--- src/rtl/hazard_ctrl_pkg.sv ---
`default_nettype none
// ============================================================================
// hazard_ctrl_pkg : shared CPU types and constants for hazard control. Rev 1.0
// ============================================================================
package hazard_ctrl_pkg;

   localparam int CPU_AW = 6;
   localparam int LD_CW  = 2;

   localparam logic [6:0] OPC_LOAD   = 7'b0000011;
   localparam logic [6:0] OPC_OP     = 7'b0110011;
   localparam logic [6:0] OPC_BRANCH = 7'b1100011;

   typedef enum logic [1:0] {
      ST_IDLE    = 2'd0,
      ST_LDWAIT  = 2'd1,
      ST_MULWAIT = 2'd2
   } hz_state_t;

   typedef struct packed {
      logic              valid;
      logic [CPU_AW-1:0] rd;
      logic              wb_en;
      logic              is_load;
      logic              is_mul;
   } trk_entry_t;

   // x0 is hard-wired, so an entry targeting it can never supply a value
   function automatic logic rd_hit(input trk_entry_t e,
                                   input logic [CPU_AW-1:0] src,
                                   input logic used);
      return used && e.valid && e.wb_en && (e.rd != '0) && (e.rd == src);
   endfunction

endpackage
`default_nettype wire

--- src/rtl/hazard_track.sv ---
`default_nettype none
// ============================================================================
// hazard_track : in-flight destination tracker and forwarding selector. Rev 1.0
// ============================================================================
module hazard_track
   import hazard_ctrl_pkg::*;
#(
   parameter int NSTG = 2,
   parameter int AW   = CPU_AW
) (
   input  logic                       clk,
   input  logic                       rst,
   input  logic                       advance,
   input  logic                       in_valid,
   input  logic [AW-1:0]              in_rd,
   input  logic                       in_wb_en,
   input  logic                       in_is_load,
   input  logic                       in_is_mul,
   input  logic [AW-1:0]              rs1,
   input  logic [AW-1:0]              rs2,
   input  logic                       rs1_used,
   input  logic                       rs2_used,
   output logic                       ld_hit,
   output logic [$clog2(NSTG+1)-1:0]  sel1,
   output logic [$clog2(NSTG+1)-1:0]  sel2
);

   localparam int SW = $clog2(NSTG+1);

   trk_entry_t ent [1:NSTG];
   trk_entry_t ent_in;

   always_comb begin
      ent_in = '0;
      if (in_valid) begin
         ent_in.valid   = 1'b1;
         ent_in.rd      = CPU_AW'(in_rd);
         ent_in.wb_en   = in_wb_en;
         ent_in.is_load = in_is_load;
         ent_in.is_mul  = in_is_mul;
      end
   end

   always_ff @(posedge clk or negedge rst) begin
      if (!rst) begin
         for (int k = 1; k <= NSTG; k++) ent[k] <= '0;
      end else if (advance) begin
         ent[1] <= ent_in;
         for (int k = 2; k <= NSTG; k++) ent[k] <= ent[k-1];
      end
   end

   // Walk oldest to youngest so the youngest match is the one left standing
   always_comb begin
      sel1 = '0;
      sel2 = '0;
      for (int k = NSTG; k >= 1; k--) begin
         if (rd_hit(ent[k], CPU_AW'(rs1), rs1_used)) sel1 = SW'(k);
         if (rd_hit(ent[k], CPU_AW'(rs2), rs2_used)) sel2 = SW'(k);
      end
   end

   assign ld_hit = ent[1].is_load &&
                   (rd_hit(ent[1], CPU_AW'(rs1), rs1_used) ||
                    rd_hit(ent[1], CPU_AW'(rs2), rs2_used));

endmodule
`default_nettype wire

--- src/rtl/hazard_ctrl.sv ---
`default_nettype none
// ============================================================================
// hazard_ctrl : load-use / multiply interlock and operand forwarding. Rev 1.0
// ============================================================================
module hazard_ctrl
   import hazard_ctrl_pkg::*;
#(
   parameter int AW       = CPU_AW,
   parameter int NSTG     = 2,
   parameter int LD_STALL = 1,
   parameter int MUL_LAT  = 3
) (
   input  logic                       clk,
   input  logic                       rst,
   input  logic                       bus_stall,
   input  logic                       flush,
   input  logic                       id_valid,
   input  logic                       id_is_load,
   input  logic                       id_is_mul,
   input  logic                       id_wb_en,
   input  logic [AW-1:0]              id_rs1,
   input  logic [AW-1:0]              id_rs2,
   input  logic [AW-1:0]              id_rd,
   input  logic                       id_rs1_used,
   input  logic                       id_rs2_used,
   input  logic [AW-1:0]              wb_rd,
   input  logic                       wb_en,
   output logic                       stall_id,
   output logic                       bubble_ex,
   output logic [$clog2(NSTG+1)-1:0]  fwd1_sel,
   output logic [$clog2(NSTG+1)-1:0]  fwd2_sel,
   output logic                       rf_byp1,
   output logic                       rf_byp2,
   output logic                       mul_busy
);

   localparam int SW = $clog2(NSTG+1);
   localparam int MW = $clog2(MUL_LAT);

   hz_state_t         state, state_nxt;
   logic [LD_CW-1:0]  ld_cnt, ld_cnt_nxt;
   logic [MW-1:0]     mul_cnt, mul_cnt_nxt;
   logic [AW-1:0]     mul_rd;
   logic              mul_rd_vld;
   logic              ld_hit, ld_haz, mul_dep, mul_haz, mul_acc;
   logic              trk_valid, stall_nxt, bubble_nxt;
   logic [SW-1:0]     sel1, sel2;

   assign trk_valid = id_valid && !bubble_ex && !flush;

   hazard_track #(
      .NSTG (NSTG),
      .AW   (AW)
   ) u_track (
      .clk        (clk),
      .rst        (rst),
      .advance    (!bus_stall),
      .in_valid   (trk_valid),
      .in_rd      (id_rd),
      .in_wb_en   (id_wb_en),
      .in_is_load (id_is_load),
      .in_is_mul  (id_is_mul),
      .rs1        (id_rs1),
      .rs2        (id_rs2),
      .rs1_used   (id_rs1_used),
      .rs2_used   (id_rs2_used),
      .ld_hit     (ld_hit),
      .sel1       (sel1),
      .sel2       (sel2)
   );

   assign rf_byp1 = wb_en && (wb_rd != '0) && (wb_rd == id_rs1);
   assign rf_byp2 = wb_en && (wb_rd != '0) && (wb_rd == id_rs2);

   assign ld_haz  = id_valid && ld_hit;
   assign mul_dep = mul_rd_vld &&
                    ((id_rs1_used && (id_rs1 == mul_rd)) ||
                     (id_rs2_used && (id_rs2 == mul_rd)));
   assign mul_haz = id_valid && mul_busy && (id_is_mul || mul_dep);
   assign mul_acc = (state == ST_IDLE) && !flush && id_valid && id_is_mul &&
                    !ld_haz && !mul_haz;

   always_comb begin
      state_nxt   = state;
      ld_cnt_nxt  = ld_cnt;
      mul_cnt_nxt = (mul_cnt != '0) ? mul_cnt - MW'(1) : mul_cnt;
      if (mul_acc) mul_cnt_nxt = MW'(MUL_LAT - 1);

      case (state)
         ST_IDLE: begin
            if (ld_haz) begin
               state_nxt  = ST_LDWAIT;
               ld_cnt_nxt = LD_CW'(LD_STALL);
            end else if (mul_haz) begin
               state_nxt  = ST_MULWAIT;
            end
         end
         ST_LDWAIT: begin
            ld_cnt_nxt = (ld_cnt != '0) ? ld_cnt - LD_CW'(1) : '0;
            if (ld_cnt_nxt == '0) state_nxt = ST_IDLE;
         end
         // Exit is judged on the current busy flag, so the last busy cycle still stalls
         ST_MULWAIT: begin
            if (!mul_haz) state_nxt = ST_IDLE;
         end
         default: state_nxt = ST_IDLE;
      endcase

      if (flush) begin
         state_nxt  = ST_IDLE;
         ld_cnt_nxt = '0;
      end

      stall_nxt  = !flush && (state_nxt != ST_IDLE);
      bubble_nxt = flush || (state_nxt != ST_IDLE);
   end

   always_ff @(posedge clk or negedge rst) begin
      if (!rst) begin
         state      <= ST_IDLE;
         ld_cnt     <= '0;
         mul_cnt    <= '0;
         mul_busy   <= 1'b0;
         mul_rd     <= '0;
         mul_rd_vld <= 1'b0;
         stall_id   <= 1'b0;
         bubble_ex  <= 1'b0;
         fwd1_sel   <= '0;
         fwd2_sel   <= '0;
      end else if (!bus_stall) begin
         state     <= state_nxt;
         ld_cnt    <= ld_cnt_nxt;
         mul_cnt   <= mul_cnt_nxt;
         mul_busy  <= (mul_cnt_nxt != '0);
         stall_id  <= stall_nxt;
         bubble_ex <= bubble_nxt;
         fwd1_sel  <= sel1;
         fwd2_sel  <= sel2;
         if (mul_acc) begin
            mul_rd     <= id_rd;
            mul_rd_vld <= id_wb_en && (id_rd != '0);
         end
      end
   end

endmodule
`default_nettype wire
--- config.mk ---
export PLATFORM = sky130hd
export DESIGN_NAME = hazard_ctrl
export DESIGN_NICKNAME = d
export VERILOG_FILES = /design/src/rtl/hazard_ctrl_pkg.sv /design/src/rtl/hazard_track.sv /design/src/rtl/hazard_ctrl.sv
export SDC_FILE = /design/constraint.sdc
export NUM_CORES = 1
export LEC_CHECK = 0
export ABC_AREA = 1
export CAP_MARGIN = 20
export CORE_ASPECT_RATIO = 1.5
export CORE_MARGIN = 2
export CORE_UTILIZATION = 50
export CTS_BUF_LIST = sky130_fd_sc_hd__clkbuf_8
export CTS_CLUSTER_DIAMETER = 30
export CTS_CLUSTER_SIZE = 10
export DETAILED_ROUTE_END_ITERATION = 8
export MAX_ROUTING_LAYER = met4
export PLACE_DENSITY = 0.81
export SLEW_MARGIN = 10
export SYNTH_ARGS = -nofsm -noshare
export SYNTH_HDL_FRONTEND = slang
export SYNTH_HIERARCHICAL = 1
export SYNTH_SLANG_ARGS = --single-unit
--- constraint.sdc ---
create_clock -name clk -period 2.22 [get_ports clk]
set_input_delay 0.666 -clock clk [delete_from_list [all_inputs] [get_ports clk]]
set_output_delay 0.666 -clock clk [all_outputs]
set_load 0.02 [all_outputs]
==> impl_metrics.json, run 1 <==
{
  "outcome": "finished clean",
  "timing.fmax_mhz": 460,
  "clkTransAtPathRegs_ps": 70,
  "synth_top_family_by_area": "simple AND/OR/NAND/NOR gates",
  "crit_chain": "buf_2 > nor2_2 > o22ai_2 > nor4_2 > buf_4",
  "ir_drop_v": 0.000412,
  "synth_fa_ha_area_share_pct": 0,
  "die_w_microns": 62.1,
  "synth-seq-cells": 37,
  "p_total_w": 0.00178,
  "fin_nets": 515,
  "rrSetupSlack_ps": 170,
  "dieHeight_microns": 91.2,
  "num_rows": 31,
  "timing.rr.end": "mul_rd[0]",
  "async_reset_ff_share_pct": 100,
  "synth_warnings": 6,
  "ys_seq_area_share_pct": 36.6,
  "slowest_delay_ps": 260,
  "synth-main-ff-cell": "dfrtp_1",
  "syn2layout_area_growth_pct": 39.8,
  "totalNegativeSetupSlack_ps": 0,
  "drt-total-wl_mm": 7.49,
  "drt_iter0_drc": 104,
  "drv_slew": 0,
  "worstPathRequired_ps": 1550,
  "synth_cells": 388,
  "io_buffers": 43,
  "grt_pass1_vias": 2797,
  "cts_buffers": 5,
  "finClkSkew_ps": 4.29,
  "synth.distinct_cells": 30,
  "vias": 2793,
  "dp.final_hpwl_mm": 5.69,
  "max_cap_violations": 0,
  "antenna_cells": 0,
  "cp-end-kind": "primary output",
  "rsz0062_at_grt": "true",
  "synth-xor-area-share_pct": 4.84,
  "synth.area.mux_share_pct": 0,
  "endpoint": "rf_byp1",
  "synth.avg_cell_area_sq_um": 6.53,
  "setup_violations": 0,
  "place_inst": 535,
  "ant_nets": 0,
  "antenna_found_initial": 0,
  "synth_edf_count": 0,
  "routed_via_density": 5.12,
  "grt_use_total_pct": 28.4,
  "fin_crit_sh_pct": 98.0,
  "finalNonFillerCells": 546,
  "grt_max_degree": 38,
  "gp_congestion": 0.993,
  "path_class": "in -> out",
  "core_area_sq_um": 4850,
  "drc_errors": 0,
  "worst_pin_slew_ps": 452,
  "cts-htree-levels": 2,
  "cts_root_buffer": "clkbuf_8",
  "hp-class": "in -> async",
  "gr-total-overflow": 0,
  "critPathLaunch": "wb_rd[5]",
  "reg2reg_from": "u_track/ent[13]",
  "initial_core_util_pct": 52.2,
  "post-route-util_pct": 73.0,
  "dieArea_sq_um": 5660,
  "power.density_nw_per_um2": 502,
  "finalHoldViolCount": 0,
  "synth_area_sq_um": 2530,
  "synthSimpleGateAreaFrac_pct": 39.5,
  "routedWlPerCell_microns": 13.7,
  "syn_nets": 423,
  "cts.sinks": 37,
  "p_leak_nw": 1.85,
  "max_slew_margin_pct": 69.9,
  "worstSkewPairLatency_ps": 290,
  "firstDrtPassIters": 5,
  "path_max_fanout": 4,
  "start_kind": "input pin",
  "synth_compound_area_share_pct": 8.84,
  "layout-drive-gt1-share_pct": 26.0,
  "clockBufferDepth": 2,
  "grt_pass1_wl_mm": 12.4,
  "reg2reg_depth": 14,
  "cts_hold_buf": 0,
  "tritoncts": "built",
  "pin_count": 44,
  "cp.arrival_ps": 1510,
  "min_period_ps": 2180,
  "cp_slowest_cell": "nor4_2"
}
[worst max-delay path: cells and delay by family]
family | cells | cell delay, ps
AOI/OAI and AO/OA | 1 | 110
buffers and inverters | 2 | 320
and+or+nand+nor | 2 | 410
[kinds of logic after synthesis]
family                    count (synthesis)
DFF                                      37
and+or+nand+nor                         228
xor gates and xnor gates                 14
AOI/OAI and AO/OA                        41
buffers and inverters                    68
[repair_timing]
action / 4_1_cts / 5_1_grt
pin swaps: 15 / 11
endpoints found under the hold margin: 0 / 0
setup endpoints to repair: 18 / 17
buffers inserted: 1 / 3
resized for setup: 93 / 39
[cell usage in the layout, fill, tap and decap left out, types with 3 or more instances in the layout]
cell and instances:
nand2_1 122, buf_4 49, inv_1 48, nor2_1 42
dfrtp_1 36, o21ai_0 21, clkdlybuf4s50_1 19, nand3_1 15
inv_2 13, nand4_1 13, a21oi_1 10, buf_2 9
xor2_1 8, nand2_2 8, nor2_2 7, buf_6 7
clkbuf_8 6, nor3_1 5, xnor2_1 4, nand3b_1 4
nand3_2 3, clkbuf_2 3
[report_power, final]
group | internal (W) | total (W) | switching [W]
combinational | 0.000226 | 0.000499 | 0.000273
sequential | 0.000733 | 0.000794 | 0.0000609
clock | 0.000245 | 0.000483 | 0.000238
[registers in the layout, indices dropped and copies added, names as in the netlist, 2 cells and up]
| register | cells |
|---|---|
| fwd1_sel | 2 |
| ld_cnt | 2 |
| mul_rd | 6 |
| state | 2 |
| fwd2_sel | 2 |
| u_track/ent | 17 |
| mul_cnt | 2 |
[stage by stage]
step	hold slack [ps]	setup WS [ps]	area (sq um)
final	401	43.8	3540
after global routing	437	-20.3	3540
after CTS	414	1.62	3480
after detailed placement	466	-919	3360
after global placement	460	-875	3360
after floorplan	370	86.9	2540
[how the worst min path moves through the flow]
| stage | end | slack, ps |
|---|---|---|
| 5_1_grt | u_track/ent[18] | 440 |
| 6_report | fwd2_sel[1] | 400 |
| 3_5_place_dp | mul_rd[5] | 470 |
| 4_1_cts | fwd2_sel[1] | 410 |
| 2_1_floorplan | bubble_ex | 370 |
| 3_3_place_gp | mul_rd_vld | 460 |
[cells in the mapped netlist (all sizes together), types with 2 or more instances]
| cell | count | area [sq um] |
|---|---|---|
| xor2 | 10 | 87.6 |
| nor4 | 2 | 12.5 |
| nand3 | 19 | 118 |
| or2 | 2 | 12.5 |
| nor3 | 7 | 40.0 |
| o21ai | 23 | 115 |
| buf | 3 | 15.0 |
| clkbuf | 4 | 15.0 |
| inv | 61 | 229 |
| a21oi | 11 | 58.8 |
| nand2 | 131 | 507 |
| o22ai | 2 | 12.5 |
| nand4 | 13 | 81.3 |
| nor2 | 50 | 200 |
| dfrtp | 37 | 926 |
| nand3b | 4 | 30.0 |
| xnor2 | 4 | 35.0 |
| o31ai | 3 | 22.5 |
[layout make-up]
cell class | count | area, sq um
tap | 66 | 82.6
timing repair buffer | 92 | 757
multi-input combinational | 283 | 1460
clock buffer | 6 | 82.6
clock inverter | 1 | 7.51
inverter | 61 | 229
fill | 394 | 1310
sequential | 37 | 927
[layer usage]
layer  share of wire [%]  vias to the layer above  GRT usage (%)
li1                    -                     1398              -
met1                  39                     1285           28.8
met2                  54                       86           51.9
met3                 3.8                       24           3.47
met4                 3.9                        0           16.7
met5                   0                        -              -
Power figures use the tool's default switching activity.
==> run 2: changes to the inputs <==
CORE_ASPECT_RATIO = not set   (was 1.5)
==> impl_metrics.json, run 2 (synthesis results as in run 1) <==
{
  "outcome": "finished clean",
  "post-route-util_pct": 74.0,
  "worstPathRequired_ps": 1550,
  "num_rows": 25,
  "core_area_sq_um": 4820,
  "switching_share_pct": 30.9,
  "start_kind": "input pin",
  "power.density_nw_per_um2": 535,
  "grt_max_degree": 46,
  "p_int_w": 0.00132,
  "reg2reg_from": "u_track/ent[13]",
  "worstSkewPairLatency_ps": 300,
  "die_w_microns": 75.2,
  "cts_hold_buf": 0,
  "cts-htree-levels": 2,
  "largestRegisters": "u_track/ent: 17 flops, mul_rd: 6 flops",
  "grt_use_total_pct": 30.1,
  "finalHoldViolCount": 0,
  "largest_reg_flops": 17,
  "drt-total-wl_mm": 7.95,
  "min_period_ps": 2190,
  "p_sw_w": 0.000589,
  "setup_violations": 0,
  "p_clk_share_pct": 31.8,
  "grt_pass1_wl_mm": 12.1,
  "layout-drive-gt1-share_pct": 26.0,
  "path_max_fanout": 2,
  "path_class": "in -> out",
  "max_slew_margin_pct": 68.6,
  "routed_via_density": 5.34,
  "drt_iter0_drc": 231,
  "pin_count": 44,
  "cp-end-kind": "primary output",
  "antenna_found_initial": 0,
  "clockBufferDepth": 2,
  "io_buffers": 43,
  "ir_drop_v": 0.000537,
  "fin_nets": 518,
  "rrSetupSlack_ps": 70,
  "syn2layout_area_growth_pct": 40.8,
  "mostFrequentLayoutCells": "120 x nand2_1, 48 x inv_1, 47 x nor2_1",
  "drv_slew": 0,
  "combPwrFrac_pct": 26.3,
  "clkTransAtPathRegs_ps": 80,
  "dp.final_hpwl_mm": 5.52,
  "initial_core_util_pct": 52.6,
  "dieHeight_microns": 75.2,
  "max_cap_violations": 0,
  "vias": 2945,
  "p_leak_nw": 1.86,
  "timing.rr.end": "mul_rd[4]",
  "cts.sinks": 37,
  "hp-class": "in -> async",
  "cts_root_buffer": "clkbuf_8",
  "tritoncts": "built",
  "p_seq_share_pct": 41.8,
  "ant_nets": 0,
  "routedWlPerCell_microns": 14.4,
  "cts_buffers": 5,
  "worst_pin_slew_ps": 472,
  "firstDrtPassIters": 5,
  "fin_crit_sh_pct": 98.5,
  "gp_congestion": 0.867,
  "antenna_cells": 0,
  "drc_errors": 0,
  "layout_commonest_cell": "nand2_1",
  "cp.arrival_ps": 1520,
  "top_register": "u_track/ent",
  "finClkSkew_ps": 6.93,
  "grt_pass1_vias": 2676,
  "timing.fmax_mhz": 457,
  "hold_slack_ps": 401,
  "dieArea_sq_um": 5650,
  "gr-total-overflow": 0,
  "reg2reg_depth": 14
}
[run 2: critical path: stages]
cell and delay, ps:
buf_4 130, xor2_1 160, nor3_1 140, nand2_1 100, nor4_2 140, buf_4 180
[run 2: layout make-up]
cell class / instances / area, sq um
clock buffers: 6 / 82.6
multi-input cells: 284 / 1440
repair buffers: 94 / 762
fillers: 402 / 1250
inverters: 61 / 231
flip-flops and latches: 37 / 931
clock inverters: 2 / 33.8
well taps: 67 / 83.8
[run 2: worst max-delay path by stage]
stage / from / endpoint / slack, ps / cells past startpoint
final: id_rs2[1] / rf_byp2 / 30 / 6
after global routing: id_rs2[0] / mul_rd[4] / -40 / 15
after CTS: id_rs2[5] / rf_byp2 / 4 / 4
after detailed placement: id_rs2[1] / rf_byp2 / -860 / 6
after global placement: id_rs2[1] / rf_byp2 / -800 / 6
after floorplan: wb_rd[2] / rf_byp2 / 90 / 5
[run 2: metal layers]
| metal | global-route usage (%) | routed length [microns] |
|---|---|---|
| met5 | - | 0 |
| met4 | 13.8 | 270 |
| met3 | 5.49 | 637 |
| met2 | 49.8 | 3850 |
| met1 | 35.5 | 3190 |
[run 2: what timing repair did]
item | in CTS | in global routing
gates resized for setup | 84 | 43
setup endpoints to repair | 18 | 18
endpoints found under the hold margin | 0 | 0
pin swaps | 18 | 23
cloned | 1 | 0
setup buffers | 8 | 3
[run 2: power by group through the flow]
stage          registers (W)  logic (W)  clock network (W)
2_1_floorplan       0.000795   0.000249                  0
3_3_place_gp        0.000802   0.000455                  0
3_5_place_dp        0.000805   0.000467                  0
4_1_cts             0.000793   0.000471           0.000620
5_1_grt             0.000807   0.000558           0.000646
6_report            0.000798   0.000502           0.000607
[run 2: stage by stage]
stage	total power, W	TNS (ps)	worst slack (ps)	std cells	cell area, sq um
after global placement	0.00126	-11290	-800	532	3330
after floorplan	0.00104	0	86.9	388	2540
after CTS	0.00188	0	4.35	549	3480
after global routing	0.00201	-117	-35.9	551	3560
after detailed placement	0.00127	-11920	-860	532	3330
final	0.00191	0	32.3	551	3560
==> run 3: changes to the inputs <==
ABC_AREA = not set   (was 1)
PLACE_DENSITY = 0.82   (was 0.81)
==> impl_metrics.json, run 3 <==
{
  "outcome": "finished, violations left",
  "violations": "negative setup slack",
  "synth_commonest_cells": "39 x xnor2_1, 37 x dfrtp_1, 21 x mux2_2",
  "cts.sinks": 37,
  "fin_nets": 359,
  "fin_crit_sh_pct": 111,
  "max_cap_violations": 0,
  "antenna_found_initial": 0,
  "yosysMostFrequentCell": "xnor2_1",
  "pin_count": 44,
  "start_kind": "input pin",
  "combPwrFrac_pct": 26.8,
  "finClkSkew_ps": 9.84,
  "gr-total-overflow": 0,
  "p_clk_share_pct": 31.1,
  "initial_core_util_pct": 52.0,
  "cts-htree-levels": 2,
  "ys_seq_area_share_pct": 40.9,
  "synth_warnings": 6,
  "min_period_ps": 2470,
  "worstPathRequired_ps": 1550,
  "cp_slowest_cell": "or4_4",
  "clkTransAtPathRegs_ps": 70,
  "multi_input_area_sq_um": 1480,
  "syn_nets": 257,
  "dp_slack_ps": -1060,
  "p_int_w": 0.00135,
  "routed_via_density": 5.90,
  "grt_use_total_pct": 27.5,
  "synth_edf_count": 0,
  "cp.arrival_ps": 1810,
  "max_slew_margin_pct": 55.2,
  "path_class": "in -> out",
  "rsz0062_at_grt": "true",
  "vias": 2225,
  "setup_violations": 18,
  "synth.avg_cell_area_sq_um": 10.2,
  "hp-class": "reg -> reg",
  "critPathLaunch": "wb_rd[0]",
  "crit_chain": "clkdlybuf4s15_1 > or4_4 > o31ai_4 > nor4_4 > buf_4",
  "p_total_w": 0.00193,
  "yosysTopAreaCellShare_pct": 40.9,
  "clockBufferDepth": 2,
  "die_w_microns": 71.3,
  "dieHeight_microns": 71.3,
  "slowest_delay_ps": 430,
  "ir_drop_v": 0.000468,
  "grt_pass1_vias": 2227,
  "nFillCells": 235,
  "largest_reg_flops": 17,
  "synth_area_sq_um": 2270,
  "gp_congestion": 0.829,
  "largestRegisters": "u_track/ent: 17 flops, mul_rd: 6 flops",
  "cts_buffers": 5,
  "synth-seq-cells": 37,
  "timing.fmax_mhz": 405,
  "p_leak_nw": 1.50,
  "finalHoldViolCount": 0,
  "hp-start": "stall_id",
  "stdcell_area_sq_um": 3510,
  "drc_errors": 0,
  "grt_max_degree": 38,
  "async_reset_ff_share_pct": 100,
  "dpl_cell_area_sq_um": 3150,
  "routedWlPerCell_microns": 18.9,
  "worst_pin_slew_ps": 664,
  "synth.largest_area_cell": "dfrtp_1",
  "core_area_sq_um": 4350,
  "syn2layout_area_growth_pct": 54.9,
  "grt_pass1_wl_mm": 10.5,
  "p_seq_share_pct": 42.1,
  "num_rows": 24,
  "finalWorstSetupSlack_ps": -251,
  "drt-total-wl_mm": 7.12,
  "reg2reg_from": "u_track/ent[14]",
  "synth.distinct_cells": 36,
  "drt_iter0_drc": 104,
  "io_buffers": 43,
  "seq_area_sq_um": 926,
  "synth-main-ff-cell": "dfrtp_1",
  "drv_slew": 0,
  "antenna_cells": 0,
  "dieArea_sq_um": 5090,
  "cp-end-kind": "primary output",
  "dp.final_hpwl_mm": 4.58,
  "switching_share_pct": 29.6,
  "firstDrtPassIters": 4,
  "layout-drive-gt1-share_pct": 40.6,
  "worstSkewPairLatency_ps": 300,
  "ant_nets": 0,
  "top_register": "u_track/ent",
  "synth_cells": 222,
  "power.density_nw_per_um2": 549,
  "layout_commonest_cell": "buf_4",
  "path_max_fanout": 2,
  "p_sw_w": 0.000571,
  "netlist_top_cells_area": "dfrtp_1 41%, xnor2_1 15%, mux2_2 10%",
  "tritoncts": "built",
  "cts_root_buffer": "clkbuf_8",
  "mostFrequentLayoutCells": "51 x buf_4, 37 x dfrtp_1, 31 x xnor2_1",
  "rrSetupSlack_ps": -240
}
==> run 3: cell count changes after synthesis, sizes merged, moves of 5 or more <==
cell	previous run	this run
a21oi	11	4
inv	61	12
mux2	0	21
nand2	131	9
nor2	50	7
nor3	7	1
nor4	2	7
o21ai	23	13
xnor2	4	39
==> run 3: routing by layer <==
metal | global-route usage [%] | share of wire [%]
met4 | 11.3 | 4.0
met2 | 47.0 | 52
met5 | - | 0
met1 | 31.0 | 38
met3 | 6.19 | 5.5
==> run 3: through the flow <==
step,cells,hold slack [ps],utilization (%),setup TNS [ps]
detailed placement,358,500,72.4,-14940
global route,377,545,80.6,-3920
CTS,374,510,78.6,-2740
global placement,358,485,72.4,-13630
floorplan,222,370,-,-1100
finish,377,521,80.6,-2940
==> run 3: worst paths after layout <==
kind	endpoint	cells after the start
max	rf_byp2	5
min in group asynchronous	mul_busy	2
max reg2reg	mul_rd[0]	8
min	stall_id	1
min reg2reg	stall_id	1
max in group asynchronous	fwd2_sel[1]	2
==> run 3: power by group through the flow <==
| stage | Clock, W | Combinational, W | Sequential [W] |
|---|---|---|---|
| after floorplan | 0 | 0.000223 | 0.000806 |
| after global placement | 0 | 0.000427 | 0.000816 |
| after detailed placement | 0 | 0.000440 | 0.000819 |
| after CTS | 0.000593 | 0.000479 | 0.000806 |
| after global routing | 0.000626 | 0.000552 | 0.000817 |
| final | 0.000599 | 0.000517 | 0.000810 |
==> run 3: final cells by class <==
type,instances,share of cell area [%]
clock buffers,5,1.96
flip-flops and latches,37,26.4
well taps,52,1.85
clock inverters,3,1.21
multi-input cells,166,42.2
inverters,12,1.28
repair buffers,102,25.1
==> run 3: critical path: cells and delay by family <==
| family | cells | cell delay (ps) |
|---|---|---|
| buffers and inverters | 2 | 350 |
| AOI/OAI and AO/OA | 1 | 270 |
| and+or+nand+nor | 2 | 510 |
==> run 3: repair_timing <==
| item | CTS | global route |
|---|---|---|
| endpoints found under the setup margin | 18 | 20 |
| buffers inserted | 8 | 7 |
| resized for setup | 94 | 22 |
| hold buffers | 0 | 0 |
| pin swaps | 26 | 29 |
| endpoints found under the hold margin | 0 | 0 |
==> run 3: logic make-up after synthesis <==
family | share of synthesized area [%]
AOI/OAI and AO/OA | 10.3
xor gates and xnor gates | 18.6
buffers and inverters | 3.26
DFF | 40.9
muxes | 10.4
and+or+nand+nor | 16.6
